### src/rtl/shift_chain_sequencer_pkg.sv
// shift_chain_pkg: shared types and helpers for the shift_chain_sequencer block.
//   chain_state_e : controller state (IDLE, RUN, HOLD, DRAIN)
//   occ_width()   : bit width needed to count 0..depth valid stages
package shift_chain_pkg;

  typedef enum logic [1:0] {
    IDLE  = 2'd0,
    RUN   = 2'd1,
    HOLD  = 2'd2,
    DRAIN = 2'd3
  } chain_state_e;

  function automatic int occ_width(input int depth);
    return $clog2(depth + 1);
  endfunction

endpackage

### src/rtl/shift_chain_sequencer_if.sv
// shift_chain_sequencer_if: producer/consumer handshake plus control/status bundle.
//   in_valid/in_ready/in_data    : producer side of the chain
//   out_valid/out_ready/out_data : consumer side of the chain
//   hold_req, drain_req          : sequencing controls
//   drain_done, busy, occupancy  : status
// Modports: master = environment driving the chain, slave = the chain itself.
interface shift_chain_sequencer_if #(
  parameter int WIDTH = 8,
  parameter int DEPTH = 4
);
  import shift_chain_pkg::*;

  localparam int OCC_W = occ_width(DEPTH);

  logic             in_valid;
  logic             in_ready;
  logic [WIDTH-1:0] in_data;
  logic             out_valid;
  logic             out_ready;
  logic [WIDTH-1:0] out_data;
  logic             hold_req;
  logic             drain_req;
  logic             drain_done;
  logic             busy;
  logic [OCC_W-1:0] occupancy;

  modport master (
    output in_valid, in_data, out_ready, hold_req, drain_req,
    input  in_ready, out_valid, out_data, drain_done, busy, occupancy
  );

  modport slave (
    input  in_valid, in_data, out_ready, hold_req, drain_req,
    output in_ready, out_valid, out_data, drain_done, busy, occupancy
  );

endinterface

### src/rtl/shift_chain_sequencer_stage.sv
// shift_chain_stage: one storage stage of the chain (data register + valid bit).
//   clk, rst : clock, asynchronous active-high reset
//   load     : capture d and mark the stage valid (wins over clear)
//   clear    : data has left and nothing replaces it; drop the valid bit
//   d / q    : data in / stored data
//   vld      : stage holds a live item
module shift_chain_stage #(
  parameter int WIDTH = 8
) (
  input  logic             clk,
  input  logic             rst,
  input  logic             load,
  input  logic             clear,
  input  logic [WIDTH-1:0] d,
  output logic [WIDTH-1:0] q,
  output logic             vld
);

  // Stage storage: load has priority, data is kept untouched on clear.
  always_ff @(posedge clk or posedge rst) begin
    if (rst) begin
      q   <= {WIDTH{1'b0}};
      vld <= 1'b0;
    end else if (load) begin
      q   <= d;
      vld <= 1'b1;
    end else if (clear) begin
      q   <= q;
      vld <= 1'b0;
    end else begin
      q   <= q;
      vld <= vld;
    end
  end

endmodule

### src/rtl/shift_chain_sequencer.sv
// shift_chain_sequencer: elastic, deterministic-latency delay line of DEPTH stages
// with bubble collapsing, hold (freeze) and drain (empty-out) sequencing.
//   clk, rst : clock, asynchronous active-high reset
//   bus      : shift_chain_sequencer_if.slave (handshakes, controls, status)
// Build option: define SHIFT_CHAIN_OCC_EN to build the registered occupancy
// counter; otherwise occupancy reads 0 and no counter exists.
module shift_chain_sequencer
  import shift_chain_pkg::*;
#(
  parameter int WIDTH = 8,
  parameter int DEPTH = 4
) (
  input logic                    clk,
  input logic                    rst,
  shift_chain_sequencer_if.slave bus
);

  chain_state_e     state_r, state_next_s;
  logic             drain_pending_r, drain_pending_next_s;
  logic             drain_done_r, drain_done_next_s;
  logic [DEPTH-1:0] vld_s, adv_s, load_s, clear_s, vld_next_s;
  logic [WIDTH-1:0] data_s [DEPTH];
  logic             accept_s, emit_s, in_ready_s, out_valid_s;

  // Advance chain: an item moves when the slot ahead is empty or vacating; hold freezes all.
  always_comb begin
    adv_s = {DEPTH{1'b0}};
    adv_s[DEPTH-1] = vld_s[DEPTH-1] & bus.out_ready & ~bus.hold_req;
    for (int i = DEPTH - 2; i >= 0; i--) begin
      adv_s[i] = vld_s[i] & (~vld_s[i+1] | adv_s[i+1]) & ~bus.hold_req;
    end
  end

  // Stage load/clear controls and the valid pattern after this edge.
  always_comb begin
    accept_s  = bus.in_valid & in_ready_s;
    emit_s    = adv_s[DEPTH-1];
    load_s    = {DEPTH{1'b0}};
    load_s[0] = accept_s;
    for (int i = 1; i < DEPTH; i++) begin
      load_s[i] = adv_s[i-1];
    end
    clear_s    = adv_s & ~load_s;
    vld_next_s = load_s | (vld_s & ~adv_s);
  end

  for (genvar g = 0; g < DEPTH; g++) begin : g_stage
    logic [WIDTH-1:0] d_s;
    if (g == 0) begin : g_head
      assign d_s = bus.in_data;
    end else begin : g_body
      assign d_s = data_s[g-1];
    end
    shift_chain_stage #(.WIDTH(WIDTH)) u_stage (
      .clk   (clk),
      .rst   (rst),
      .load  (load_s[g]),
      .clear (clear_s[g]),
      .d     (d_s),
      .q     (data_s[g]),
      .vld   (vld_s[g])
    );
  end

  // Controller state register with the pending-drain latch and done pulse.
  always_ff @(posedge clk or posedge rst) begin
    if (rst) begin
      state_r         <= IDLE;
      drain_pending_r <= 1'b0;
      drain_done_r    <= 1'b0;
    end else begin
      state_r         <= state_next_s;
      drain_pending_r <= drain_pending_next_s;
      drain_done_r    <= drain_done_next_s;
    end
  end

  // Next-state logic: hold always wins; a drain seen during hold is parked in drain_pending.
  always_comb begin
    state_next_s         = state_r;
    drain_pending_next_s = drain_pending_r;
    drain_done_next_s    = 1'b0;
    case (state_r)
      IDLE: begin
        if (bus.hold_req) begin
          drain_pending_next_s = drain_pending_r | bus.drain_req;
        end else if (bus.drain_req | drain_pending_r) begin
          // Empty chain completes at once unless an item slipped in on this edge.
          drain_pending_next_s = 1'b0;
          if (accept_s) begin
            state_next_s = DRAIN;
          end else begin
            drain_done_next_s = 1'b1;
          end
        end else if (accept_s) begin
          state_next_s = RUN;
        end else begin
          state_next_s = IDLE;
        end
      end
      RUN: begin
        if (bus.hold_req) begin
          drain_pending_next_s = drain_pending_r | bus.drain_req;
          state_next_s         = HOLD;
        end else if (bus.drain_req | drain_pending_r) begin
          drain_pending_next_s = 1'b0;
          state_next_s         = DRAIN;
        end else begin
          state_next_s = RUN;
        end
      end
      HOLD: begin
        if (bus.hold_req) begin
          drain_pending_next_s = drain_pending_r | bus.drain_req;
        end else if (bus.drain_req | drain_pending_r) begin
          drain_pending_next_s = 1'b0;
          state_next_s         = DRAIN;
        end else begin
          state_next_s = RUN;
        end
      end
      DRAIN: begin
        drain_pending_next_s = 1'b0;
        if (bus.hold_req) begin
          state_next_s = DRAIN;
        end else if (vld_next_s == {DEPTH{1'b0}}) begin
          state_next_s      = IDLE;
          drain_done_next_s = 1'b1;
        end else begin
          state_next_s = DRAIN;
        end
      end
      default: begin
        state_next_s         = IDLE;
        drain_pending_next_s = 1'b0;
      end
    endcase
  end

  // Handshake outputs: accept only in IDLE/RUN, never while frozen or with a drain parked.
  always_comb begin
    in_ready_s = 1'b0;
    case (state_r)
      IDLE, RUN: begin
        in_ready_s = (~vld_s[0] | adv_s[0]) & ~bus.hold_req & ~drain_pending_r & ~rst;
      end
      default: begin
        in_ready_s = 1'b0;
      end
    endcase
    out_valid_s = vld_s[DEPTH-1] & ~bus.hold_req;
  end

  assign bus.in_ready   = in_ready_s;
  assign bus.out_valid  = out_valid_s;
  assign bus.out_data   = data_s[DEPTH-1];
  assign bus.drain_done = drain_done_r;
  assign bus.busy       = (state_r != IDLE);

`ifdef SHIFT_CHAIN_OCC_EN
  localparam int OCC_W = occ_width(DEPTH);
  logic [OCC_W-1:0] occ_r;

  // Occupancy tracks the valid count: +1 on accept, -1 on emit, unchanged when both.
  always_ff @(posedge clk or posedge rst) begin
    if (rst) begin
      occ_r <= {OCC_W{1'b0}};
    end else if (accept_s & ~emit_s) begin
      occ_r <= occ_r + OCC_W'(1);
    end else if (~accept_s & emit_s) begin
      occ_r <= occ_r - OCC_W'(1);
    end else begin
      occ_r <= occ_r;
    end
  end

  assign bus.occupancy = occ_r;
`else
  assign bus.occupancy = '0;
`endif

endmodule

### src/flat_wrapper.sv
// flat-port wrapper written by rule: the top's interface ports become plain ports
module shift_chain_sequencer_flat import shift_chain_pkg::*;
#(
  parameter int WIDTH = 8,
  parameter int DEPTH = 4
)
  (clk, rst, bus_in_valid, bus_in_data, bus_out_ready, bus_hold_req, bus_drain_req, bus_in_ready, bus_out_valid, bus_out_data, bus_drain_done, bus_busy, bus_occupancy);
  shift_chain_sequencer_if #(.WIDTH(WIDTH), .DEPTH(DEPTH)) bus_i ();
  input logic clk;
  input logic rst;
  input wire logic [$bits(bus_i.in_valid)-1:0] bus_in_valid;
  input wire logic [$bits(bus_i.in_data)-1:0] bus_in_data;
  input wire logic [$bits(bus_i.out_ready)-1:0] bus_out_ready;
  input wire logic [$bits(bus_i.hold_req)-1:0] bus_hold_req;
  input wire logic [$bits(bus_i.drain_req)-1:0] bus_drain_req;
  output wire logic [$bits(bus_i.in_ready)-1:0] bus_in_ready;
  output wire logic [$bits(bus_i.out_valid)-1:0] bus_out_valid;
  output wire logic [$bits(bus_i.out_data)-1:0] bus_out_data;
  output wire logic [$bits(bus_i.drain_done)-1:0] bus_drain_done;
  output wire logic [$bits(bus_i.busy)-1:0] bus_busy;
  output wire logic [$bits(bus_i.occupancy)-1:0] bus_occupancy;
  assign bus_i.in_valid = bus_in_valid;
  assign bus_i.in_data = bus_in_data;
  assign bus_i.out_ready = bus_out_ready;
  assign bus_i.hold_req = bus_hold_req;
  assign bus_i.drain_req = bus_drain_req;
  assign bus_in_ready = bus_i.in_ready;
  assign bus_out_valid = bus_i.out_valid;
  assign bus_out_data = bus_i.out_data;
  assign bus_drain_done = bus_i.drain_done;
  assign bus_busy = bus_i.busy;
  assign bus_occupancy = bus_i.occupancy;
  shift_chain_sequencer #(.WIDTH(WIDTH), .DEPTH(DEPTH)) u_core (.clk(clk), .rst(rst), .bus(bus_i));
endmodule
### config.mk
export PLATFORM = sky130hd
export DESIGN_NAME = shift_chain_sequencer_flat
export DESIGN_NICKNAME = d
export VERILOG_FILES = /design/src/rtl/shift_chain_sequencer_pkg.sv /design/src/rtl/shift_chain_sequencer_if.sv /design/src/rtl/shift_chain_sequencer_stage.sv /design/src/rtl/shift_chain_sequencer.sv /design/src/flat_wrapper.sv
export SDC_FILE = /design/constraint.sdc
export NUM_CORES = 1
export LEC_CHECK = 0
export ABC_CLOCK_PERIOD_IN_PS = 2100
export BUFFER_PORTS_ARGS = -buffer_cell sky130_fd_sc_hd__buf_2
export CAP_MARGIN = 20
export CORE_MARGIN = 1.5
export CORE_UTILIZATION = 47
export CTS_BUF_LIST = sky130_fd_sc_hd__clkbuf_16
export DETAILED_ROUTE_END_ITERATION = 8
export MAX_ROUTING_LAYER = met4
export PLACE_DENSITY = 0.68
export SLEW_MARGIN = 15
export SYNTH_ARGS = -nofsm -noshare
export SYNTH_HDL_FRONTEND = slang
export SYNTH_SLANG_ARGS = --single-unit
### constraint.sdc
create_clock -name clk -period 2.1 [get_ports clk]
set_input_delay 0 -clock clk [delete_from_list [all_inputs] [get_ports clk]]
set_output_delay 0 -clock clk [all_outputs]
set_load 0.01 [all_outputs]
Yosys cells after proc, flatten, opt, wreduce, memory -nomap -nowiden
Cells that the tools add are included.
Storage, ports and cells
  flip-flop bits (word level): 40
  input port bits: 14
  output and inout port bits: 15
  logic and storage cells: 86
Cells by class
  eq/ne operators: 7
  multiplexer cells: 28
  bitwise gates (word level): 30
  reductions and logical operators: 10
Operators by type and width (count)
  $mux 1: 17
  $mux 2: 8
  $and 1x1->1: 13
  $reduce_bool 2->1: 5
  $and 4x4->4: 2
  $not 4->4: 2
  $pmux 2 s4: 1
  $not 1->1: 7
  $or 1x1->1: 5
  $eq 2x2->1 const B: 2
  $logic_not 4->1: 1
  $ne 2x2->1 const B: 2
  $or 4x4->4: 1
  $pmux 1 s2: 2
  $ne 3x1->1 const B: 1
  $ne 3x2->1 const B: 1
  $reduce_and 3->1: 1
  $reduce_or 3->1: 1
  $eq 2x1->1 const B: 1
  $logic_not 2->1: 1
  $reduce_or 2->1: 1

Depth between registers and ports, before layout
Gate-level depths: netlist of the first run.
  depth after elaboration: 22
  gate-level depth with buffers: 6
  mapped depth without buffers: 6

Cells and area by module
A second synthesis of the first run with hierarchy kept.
Unflattened totals
  cell total of the unflattened synthesis: 146
  area, all modules: 1959.4 um^2
By module, submodules not included
  shift_chain_stage: instances 4, cells each 21, area an instance 372.9 um^2, sequential area each 225.2 um^2
  shift_chain_sequencer: instances 1, cells each 62, area an instance 467.9 um^2, sequential area each 100.1 um^2

Worst setup path after synthesis of the first run
OpenSTA, ideal clock, no wires.
  path kind: register to register
  start: register u_core.state_r[0]
  end: register u_core.state_r[0]
  setup time: 0.122 ns
  arrival: 1.570 ns
  required time: 1.978 ns
  setup slack: 0.409 ns
  cell stages (with the launch flop): 7
  buffers on the path: 0
  period minus slack after synthesis: 1.691 ns
  cell sequence: dfrtp_1 > inv_1 > ha_1 > o211ai_2 > a21boi_1 > or3_1 > a32o_1
Between the ends
  cells in the longest elaborated chain, start to end: 9
  elaborated cells on any way between the ends: 19
  classes of those cells: eq/ne (6); mux (7); bitwise (2); reduce/logical (4)
RTL lines
  start, declared: RTL line shift_chain_sequencer.sv:18  | chain_state_e state_r, state_next_s;
  start signal, assigned: RTL line shift_chain_sequencer.sv:72  | state_r <= state_next_s;
  $eq 2x1->1 or $logic_not 2->1 (tied branches): RTL line shift_chain_sequencer.sv:83, shift_chain_sequencer.sv:143
  $reduce_or 2->1: RTL line shift_chain_sequencer.sv:143  | case (state_r)
  $mux 1: RTL line shift_chain_sequencer.sv:143
  $and 1x1->1: RTL line shift_chain_sequencer.sv:36  | accept_s = bus.in_valid & in_ready_s;
  $or 4x4->4: RTL line shift_chain_sequencer.sv:44  | vld_next_s = load_s | (vld_s & ~adv_s);
  $logic_not 4->1: RTL line shift_chain_sequencer.sv:126  | end else if (vld_next_s == {DEPTH{1'b0}}) begin
  $mux 2: RTL line shift_chain_sequencer.sv:126
  $mux 2: RTL line shift_chain_sequencer.sv:124  | if (bus.hold_req) begin
  $pmux 2 s4: RTL line shift_chain_sequencer.sv:83  | case (state_r)
Several ways; a longest one is shown, not always the timed one. The select of a mux whose other input is x is not followed.
A chain may end at the register's enable or synchronous reset.

Final worst setup path of the first run
Same ends and word-level chain as after synthesis.

==> results of run 1 <==
==> routing by layer <==
layer  vias up  global-route usage, %  wire [um]
met5         -                      -          0
met4         0                   8.97         63
met3         5                   4.23        122
met2        30                   27.3       1440
met1       557                   21.6       1390
li1        538                      -          -
==> flip-flops by register name, summed over array words and instances (netlist names) <==
| signal | cells |
|---|---|
| u_core.g_stage.u_stage.vld | 4 |
| u_core.bus.drain_done | 1 |
| u_core.drain_pending_r | 1 |
| u_core.state_r | 2 |
| u_core.g_stage.u_stage.q | 32 |
==> synthesized netlist by cell type, drive strengths merged <==
cell,number,area (sq um)
nor2,10,45.0
a32o,1,10.0
buf,5,32.5
a21o,1,7.51
a21boi,1,7.51
o211ai,1,12.5
ha,4,50.1
or3,2,12.5
mux2i,1,10.0
o32a,1,10.0
a221oi,2,17.5
o21ai,7,35.0
a21oi,1,16.3
mux2,32,360
and4,1,8.76
a31oi,1,6.26
nor2b,1,6.26
dfrtp,40,1000
nand2,8,30.0
inv,8,30.0
nor3,3,25.0
conb,1,3.75
and2b,1,7.51
==> worst paths after layout <==
kind                            slack (ps)                        endpoint                            from
worst min register to register         490  u_core.g_stage[1].u_stage.q[1]  u_core.g_stage[1].u_stage.q[1]
min in group asynchronous              400          u_core.drain_pending_r                             rst
max in group asynchronous             1360               u_core.state_r[1]                             rst
worst max register to register         260               u_core.state_r[0]               u_core.state_r[0]
worst min-delay path                    40   u_core.g_stage[3].u_stage.vld                   bus_out_ready
worst max-delay path                   260               u_core.state_r[0]               u_core.state_r[0]
==> power breakdown <==
part / internal [uW] / switching, uW / leakage, uW
sequential: 1130 / 194 / 0.000512
combinational: 505 / 428 / 0.000478
clock: 431 / 280 / 0.0000687
==> stage by stage <==
stage | hold WS, ps | instances | total power, uW | area [sq um] | util (%)
6_report | 40.9 | 220 | 2970 | 2150 | 62.4
2_1_floorplan | 149 | 135 | 1980 | 1750 | -
5_1_grt | 58.9 | 220 | 3170 | 2150 | 62.4
3_3_place_gp | 152 | 203 | 2190 | 1920 | 55.7
4_1_cts | 38.6 | 220 | 3000 | 2150 | 62.4
3_5_place_dp | 172 | 203 | 2260 | 1920 | 55.7
==> kinds of logic (layout without fill, tap and decap cells) <==
kind of cell	count (synthesis)	count (layout)	share of synthesized area [%]
compound gates	16	16	7.03
fa+ha+maj	4	4	2.87
buf+inv	13	52	3.58
flops	40	40	57.3
mux	33	33	21.2
other cells	1	3	0.215
simple gates	26	26	7.74
==> critical path, cell delays in order, from the launching register on <==
cell and delay, ps:
dfrtp_1 390, inv_1 80, ha_1 280, o211ai_2 280
a21boi_1 120, or3_1 320, a32o_1 260
==> what timing repair did <==
action	CTS	global route
hold buffers	9	0
hold endpoints to repair	48	0
gates resized for setup	0	0
==> final cells by class <==
type | count | area, sq um | share of cell area [%]
clock buffer | 5 | 125 | 5.82
clock inverter | 3 | 15.0 | 0.699
inverter | 8 | 30.0 | 1.40
multi-input combinational | 82 | 689 | 32.1
sequential | 40 | 1000 | 46.6
tap | 46 | 57.6 | 2.68
timing repair buffer | 36 | 230 | 10.7
==> reports/metrics.csv, run 1 <==
stage;metric;value;unit
run_status;status;complete, no violations;
setup_path;cp.required;2260;ps
timing;hold_violations;0;
cells_and_area;layout-drive-gt1-share;39.7;%
timing;layout_setup_ws;256;ps
clocking;numCtsBuffers;5;
timing;rsz0062_at_grt;false;
floorplan;core-area;3440;sq um
floorplan;pin_count;29;
cells_and_area;syn2layout_area_growth;23.1;%
synth;ys_ff_latch;40;
timing;fin_crit_sh;87.8;%
floorplan;start_util;50.7;%
clocking;root_buffer;clkbuf_16;
clocking;h-tree-depth;2;
setup_path;crit_type;register to register;
clocking;cts_tree;yes;
cells_and_area;layout_commonest_cell;dfrtp_1;
synth;avgSynthCellArea;13.1;sq um
grt;track_usage;17.6;%
routing;drt_iter0_drc;48;
setup_path;start_kind;register;
grt;grt_pass1_wl;5.32;mm
placed_design;dp_slack;285;ps
floorplan;dieArea;4090;sq um
grt;grt_pass1_vias;1170;
grt;grt_max_degree;41;
pwr;ir_worst_vdd;0.000880;V
clocking;clock_sinks;40;
hold_path;hold_path_class;input port to register;
setup_path;r2r_cells;6;
hold_path;holdPathStages;4;
routing;drtPass1Iterations;4;
routing;detail-route-antenna-nets;0;
clocking;clkLatencyLatePin;270;ps
routing;routedWlPerCell;13.7;um
placed_design;gp_congestion;0.821;
grt;overflow;0;
timing;drv_slew;0;
setup_path;end_kind;register;
routing;num_vias;1130;
timing;setup_tns;0;ps
clocking;path_clk_slew;60;ps
synth;synthCells;133;
routing;drc_errors;0;
cells_and_area;nets;191;
synth;yosysUniqueCellTypes;27;
pwr;power_density;1380;nW/um^2
placed_design;port_buffers;25;
synth;seq_area_frac_synth;57.3;%
routing;via_per_inst;5.14;
floorplan;die_w;63.9;um
routing;routed_wl;3.02;mm
placed_design;dp_hpwl;2.02;mm
setup_path;critical_path_arrival;2010;ps
timing;skew;2.54;ps
synth;mappedNetlistArea;1750;sq um
timing;min_period;1840;ps
synth;yosys_warnings;0;
timing;fmax;542;MHz
timing;setup_viol;0;
setup_path;critPathMaxFanout;7;
floorplan;die_h;63.9;um
cells_and_area;num_antenna_cells;0;
clocking;clock_path_buffers;2;
pwr;p_leak;0.00106;uW
grt;antenna_found_initial;0;
clocking;cts_setup_buffers;0;
cells_and_area;nFillCells;275;
flow_run;drv_cap;0;
cells_and_area;final_cell_mix;dfrtp_1 (40), mux2_2 (31), buf_2 (25);
floorplan;fp-row-count;21;
Power figures use the tool's default switching activity.
==> run 2: changes to the inputs <==
--- a/config.mk
+++ b/config.mk
@@ -17,4 +17,5 @@
 export SLEW_MARGIN = 15
 export SYNTH_ARGS = -nofsm -noshare
 export SYNTH_HDL_FRONTEND = slang
+export SYNTH_HIERARCHICAL = 1
 export SYNTH_SLANG_ARGS = --single-unit
==> run 2 against run 1 <==
  * Synthesized cell count rose by 9.8%
  * Final cell count rose by 6.4%
  * Worst hold slack improved by 35 ps
  * Clock skew rose by 3.9 ps
  * Sequential share of layout area fell by 4.8 points
  * Global-route usage barely moved
  * Routed wire length rose by 14%
  * Largest cell class unchanged
  * Worst setup slack got worse by 46 ps
  * Highest routed layer unchanged
  * Sequential power rose by 7%
  * Clock power rose by 34%
  * Largest power group unchanged
==> reports/metrics.csv, run 2 <==
stage;metric;value;unit
setup_path;crit_type;register to register;
cells_and_area;largest_register_ffs;32;
clocking;hold_buffers;9;
setup_path;cp.required;2260;ps
setup_path;end_kind;register;
synth;synth_top_flop_cell;dfrtp_1;
cells_and_area;seq_area;1000;sq um
pwr;p_leak;0.00117;uW
grt;grt_max_degree;16;
setup_path;r2r_cells;7;
timing;skew;6.47;ps
placed_design;gp_congestion;0.890;
routing;drc_errors;0;
placed_design;place_area;2120;sq um
cells_and_area;nets;202;
setup_path;slowest_stage;dfrtp_1;
floorplan;die_h;67.6;um
cells_and_area;layout-drive-gt1-share;40.8;%
routing;drtPass1Iterations;4;
pwr;ir_worst_vdd;0.000723;V
setup_path;reg2reg_from;u_core/state_r[1];
setup_path;path_cells;inv_1 > ha_1 > nor2_1 > a211oi_2 > and2_1 > buf_12 > mux2_4;
setup_path;crit_buf_inv;2;
clocking;ctsResizeCount;0;
setup_path;r2r_end;u_core/g_stage[0].u_stage/q[3];
pwr;power_density;1530;nW/um^2
setup_path;crit_start;u_core/state_r[1];
setup_path;critPathMaxFanout;15;
synth;yosysUniqueCellTypes;28;
synth;synth_common_cells;dfrtp_1 (40), mux2_4 (32), inv_1 (13), nor2_1 (7);
cells_and_area;final_cells;234;
clocking;cts_setup_buffers;0;
cells_and_area;top_regs;u_core/g_stage.u_stage/q: 32 flops, u_core/g_stage.u_stage/vld: 4 flops, u_core/state_r: 2 flops;
synth;seq_area_frac_synth;51.1;%
synth;mappedNetlistArea;1960;sq um
hold_path;hold_path_class;input port to register;
routing;routed_wl;3.44;mm
floorplan;core-area;4000;sq um
timing;setup_viol;0;
timing;hold_slack;76.3;ps
clocking;clkLatencyLatePin;280;ps
floorplan;die_w;67.6;um
clocking;root_buffer;clkbuf_16;
cells_and_area;stdcell_area;2400;sq um
synth;synth_largest_area_cell;dfrtp_1;
timing;fmax;529;MHz
cells_and_area;final_cell_mix;dfrtp_1 (40), mux2_4 (32), buf_2 (25);
floorplan;dieArea;4570;sq um
placed_design;dp_slack;239;ps
grt;antenna_found_initial;0;
synth;yosys_warnings;6;
synth;synth.most_common_cell;dfrtp_1;
cells_and_area;multi_input_comb_area;841;sq um
placed_design;placedCellCount;218;
routing;via_per_inst;5.16;
grt;grt_pass1_vias;1198;
floorplan;fp-row-count;23;
synth;synthArstFlopShare;100;%
setup_path;crit_path_end;u_core/g_stage[0].u_stage/q[3];
placed_design;dp_hpwl;2.56;mm
timing;min_period;1890;ps
setup_path;rrSetupSlack;210;ps
cells_and_area;num_antenna_cells;0;
synth;synth_edf_count;0;
clocking;clock_path_buffers;2;
synth;ys_ff_latch;40;
routing;drt_iter0_drc;96;
clocking;numCtsBuffers;5;
setup_path;start_kind;register;
setup_path;worst-path-stages;7;
run_status;status;complete, no violations;
synth;synth_top_area_share;51.1;%
placed_design;port_buffers;25;
synth;avgSynthCellArea;13.4;sq um
timing;hold_violations;0;
cells_and_area;largest-register;u_core/g_stage.u_stage/q;
hold_path;holdPathStages;3;
routing;routedWlPerCell;14.7;um
routing;detail-route-antenna-nets;0;
cells_and_area;nFillCells;313;
clocking;clock_sinks;40;
timing;drv_slew;0;
cells_and_area;syn2layout_area_growth;22.3;%
timing;setup_tns;0;ps
setup_path;critical_path_arrival;2050;ps
setup_path;cp_slowest_stage_delay;400;ps
clocking;path_clk_slew;60;ps
clocking;h-tree-depth;2;
floorplan;pin_count;29;
flow_run;drv_cap;0;
routing;num_vias;1207;
synth;yosys-top-cells-area;dfrtp_1 (51%), mux2_4 (25%), buf_6 (2.9%), ha_1 (2.6%), inv_1 (2.5%);
setup_path;crit_family;flip-flops;
timing;fin_crit_sh;90.0;%
floorplan;start_util;49.0;%
timing;rsz0062_at_grt;false;
clocking;cts_tree;yes;
grt;track_usage;17.6;%
grt;overflow;0;
grt;grt_pass1_wl;5.75;mm
synth;synthCells;146;
cells_and_area;layout_commonest_cell;dfrtp_1;
timing;layout_setup_ws;210;ps
run 2: report_power, final:
| part | leakage (uW) | switching (uW) | internal, uW | total [uW] |
|---|---|---|---|---|
| clock | 0.0000899 | 281 | 674 | 955 |
| combinational | 0.000590 | 500 | 799 | 1300 |
| sequential | 0.000488 | 266 | 1140 | 1410 |
run 2: through the flow:
stage	utilization [%]	power, uW
3_5_place_dp	53.0	2710
3_3_place_gp	53.0	2630
6_report	59.9	3660
4_1_cts	59.9	3680
2_1_floorplan	-	2390
5_1_grt	59.9	3870
run 2: layer usage:
layer / vias to the layer above / part of all wire [%] / track usage (%)
li1: 569 / - / -
met1: 583 / 48 / 23.4
met5: - / 0 / -
met4: 0 / 1.1 / 5.36
met3: 7 / 4.8 / 4.50
met2: 48 / 46 / 26.6
run 2: worst min path at each step:
stage                             start  slack (ps)                     end
after floorplan                     rst        -230   u_core/bus.drain_done
after global placement              rst         -50  u_core/drain_pending_r
after detailed placement            rst         -40  u_core/drain_pending_r
after CTS                 bus_drain_req          70  u_core/drain_pending_r
after global routing       bus_hold_req         100  u_core/drain_pending_r
final                     bus_drain_req          80  u_core/drain_pending_r
run 2: area by class of cell:
type / instances / share of cell area, %
sequential: 40 / 41.8
inverter: 13 / 2.04
clock inverter: 2 / 2.51
clock buffer: 5 / 5.22
multi-input combinational: 86 / 35.1
timing repair buffer: 38 / 10.8
tap: 50 / 2.61
run 2: worst min-delay path, stage by stage:
cell and delay (ps):
buf_2 120, nor2_1 120, nor3b_1 70
run 2: cell families (layout without fill, tap and decap cells):
kind of cell	Yosys count	count (layout)	share of synthesized area, %
compound gates	21	21	7.73
fa+ha+maj	4	4	2.55
buf+inv	22	58	6.70
flops	40	40	51.1
mux	32	32	24.5
other cells	1	3	0.191
simple gates	26	26	7.22
==> run 3: changes to the inputs <==
--- a/config.mk
+++ b/config.mk
@@ -5,7 +5,6 @@
 export SDC_FILE = /design/constraint.sdc
 export NUM_CORES = 1
 export LEC_CHECK = 0
-export ABC_CLOCK_PERIOD_IN_PS = 2100
 export BUFFER_PORTS_ARGS = -buffer_cell sky130_fd_sc_hd__buf_2
 export CAP_MARGIN = 20
 export CORE_MARGIN = 1.5
@@ -14,6 +13,7 @@
 export DETAILED_ROUTE_END_ITERATION = 8
 export MAX_ROUTING_LAYER = met4
 export PLACE_DENSITY = 0.68
+export REMOVE_ABC_BUFFERS = 1
 export SLEW_MARGIN = 15
 export SYNTH_ARGS = -nofsm -noshare
 export SYNTH_HDL_FRONTEND = slang
==> run 3 against run 2 <==
  * Final cell count increased by 0.43%
  * First-iteration DRC count decreased by 19%
  * Die area unchanged
  * Worst setup slack got worse by 27 ps
  * Cell area decreased by 0.21%
  * Combinational power about the same
  * Global-route usage decreased by 0.22 points
  * Register-to-register slack got worse by 30 ps
  * Routed wire length decreased by 1.8%
  * Highest routed layer unchanged
==> reports/metrics.csv, run 3 (same netlist as run 2, synthesis figures left out) <==
stage;metric;value;unit
run_status;status;complete, no violations;
pwr;power_frac_comb;35.8;%
floorplan;die_w;67.6;um
setup_path;crit_family;flip-flops;
routing;drt_iter0_drc;78;
timing;setup_viol;0;
routing;routedWlPerCell;14.4;um
floorplan;pin_count;29;
cells_and_area;final_cell_mix;dfrtp_1 (40), mux2_4 (32), buf_2 (25);
routing;num_vias;1198;
routing;drc_errors;0;
cells_and_area;top_regs;u_core/g_stage.u_stage/q: 32 flops, u_core/g_stage.u_stage/vld: 4 flops, u_core/state_r: 2 flops;
floorplan;core-area;4000;sq um
routing;drt-met1-wl;1.44;mm
setup_path;crit_path_end;u_core/g_stage[0].u_stage/q[6];
timing;fin_crit_sh;91.3;%
pwr;ir_worst_vdd;0.000778;V
setup_path;critPathMaxFanout;13;
clocking;clock_sinks;40;
placed_design;gp_congestion;0.964;
timing;skew;3.01;ps
setup_path;crit_start;u_core/state_r[0];
routing;detail-route-antenna-nets;0;
setup_path;cp.required;2260;ps
grt;antenna_found_initial;0;
clocking;cts_setup_buffers;0;
routing;routed_wl;3.37;mm
placed_design;place_area;2120;sq um
routing;topRoutingLayerUsed;met4;
routing;via_per_inst;5.10;
grt;grt_max_degree;14;
placed_design;placedCellCount;219;
setup_path;r2r_end;u_core/g_stage[0].u_stage/q[6];
cells_and_area;largest_register_ffs;32;
setup_path;slowest_stage;dfrtp_1;
pwr;pwr-share-clk;26.0;%
cells_and_area;num_antenna_cells;0;
setup_path;reg2reg_from;u_core/state_r[0];
floorplan;fp-row-count;23;
cells_and_area;largest-register;u_core/g_stage.u_stage/q;
placed_design;dp_hpwl;2.50;mm
grt;track_usage;17.4;%
clocking;path_clk_slew;50;ps
cells_and_area;final_cells;235;
pwr;seqPwrFrac;38.2;%
clocking;root_buffer;clkbuf_16;
cells_and_area;stdcell_area;2390;sq um
pwr;intPower;2610;uW
routing;drtPass1Iterations;5;
setup_path;rrSetupSlack;180;ps
pwr;power;3670;uW
setup_path;critical_path_arrival;2080;ps
cells_and_area;nets;203;
timing;hold_violations;0;
timing;drv_slew;0;
routing;wl_met3;225;um
timing;rsz0062_at_grt;false;
setup_path;worst-path-stages;7;
setup_path;crit_buf_inv;2;
placed_design;port_buffers;25;
setup_path;start_kind;register;
pwr;p_leak;0.00117;uW
routing;met2_length;1.64;mm
cells_and_area;nFillCells;316;
setup_path;r2r_cells;7;
pwr;power.share.switching;28.7;%
clocking;h-tree-depth;2;
hold_path;hold_path_class;input port to register;
clocking;cts_tree;yes;
flow_run;drv_cap;0;
grt;grt_pass1_vias;1184;
clocking;clkLatencyLatePin;280;ps
cells_and_area;layout-drive-gt1-share;41.1;%
floorplan;dieArea;4570;sq um
pwr;p_sw;1050;uW
setup_path;cp_slowest_stage_delay;400;ps
setup_path;path_cells;inv_1 > ha_1 > nor2_1 > a211oi_2 > and2_1 > buf_4 > mux2_4;
timing;fmax;522;MHz
timing;hold_slack;61.4;ps
cells_and_area;layout_commonest_cell;dfrtp_1;
setup_path;end_kind;register;
clocking;clock_path_buffers;2;
clocking;numCtsBuffers;5;
pwr;power_density;1530;nW/um^2
floorplan;start_util;49.0;%
grt;grt_pass1_wl;5.55;mm
cells_and_area;syn2layout_area_growth;22.0;%
grt;overflow;0;
timing;min_period;1920;ps
timing;setup_tns;0;ps
floorplan;die_h;67.6;um
setup_path;crit_type;register to register;
[run 3: cell types whose count changed in the layout (fill, tap and decap cells not counted), sizes merged]
cell,change
buf,+1
[run 3: worst reg2reg max path, stage by stage (launching register included)]
cell and delay [ps]:
dfrtp_1 400, inv_1 110, ha_1 310, nor2_1 100, a211oi_2 160, and2_1 160
buf_4 230, mux2_4 330
[run 3: worst min-delay path by stage]
stage	to	cells after the start	start	slack, ps
3_5_place_dp	u_core/drain_pending_r	2	rst	-50
2_1_floorplan	u_core/bus.drain_done	1	rst	-230
3_3_place_gp	u_core/drain_pending_r	2	rst	-50
6_report	u_core/drain_pending_r	3	bus_drain_req	60
4_1_cts	u_core/drain_pending_r	3	bus_drain_req	50
5_1_grt	u_core/drain_pending_r	2	bus_hold_req	80
[run 3: layout make-up]
type                    instances  area (sq um)  share of cell area, %
clock buffers                   5           125                   5.23
clock inverters                 2          60.1                   2.51
inverters                      13          48.8                   2.04
multi-input cells              86           841                   35.2
flip-flops and latches         40          1000                   41.9
well taps                      50          62.6                   2.62
repair buffers                 39           253                   10.6
[run 3: timing repair]
item | in CTS | in global routing
resized for setup | 0 | 0
hold buffers | 9 | 0
endpoints found under the setup margin | 0 | 0
endpoints found under the hold margin | 48 | 0
[run 3: power groups by stage]
stage / Combinational (uW) / Sequential (uW) / Clock [uW]
after detailed placement: 1290 / 1420 / 0
after CTS: 1310 / 1410 / 971
after floorplan: 983 / 1360 / 0
after global placement: 1220 / 1390 / 0
after global routing: 1420 / 1450 / 1000
final: 1310 / 1400 / 954
[run 3: metrics by stage]
step,setup WS (ps),utilization [%]
2_1_floorplan,-191,-
3_3_place_gp,323,52.9
3_5_place_dp,222,52.9
4_1_cts,202,59.8
5_1_grt,35.5,59.8
6_report,183,59.8
[run 3: per-layer routing]
layer | global-route usage, % | vias to the layer above
met5 | - | -
met2 | 27.0 | 46
li1 | - | 570
met4 | 6.38 | 0
met1 | 20.4 | 570
met3 | 6.83 | 12
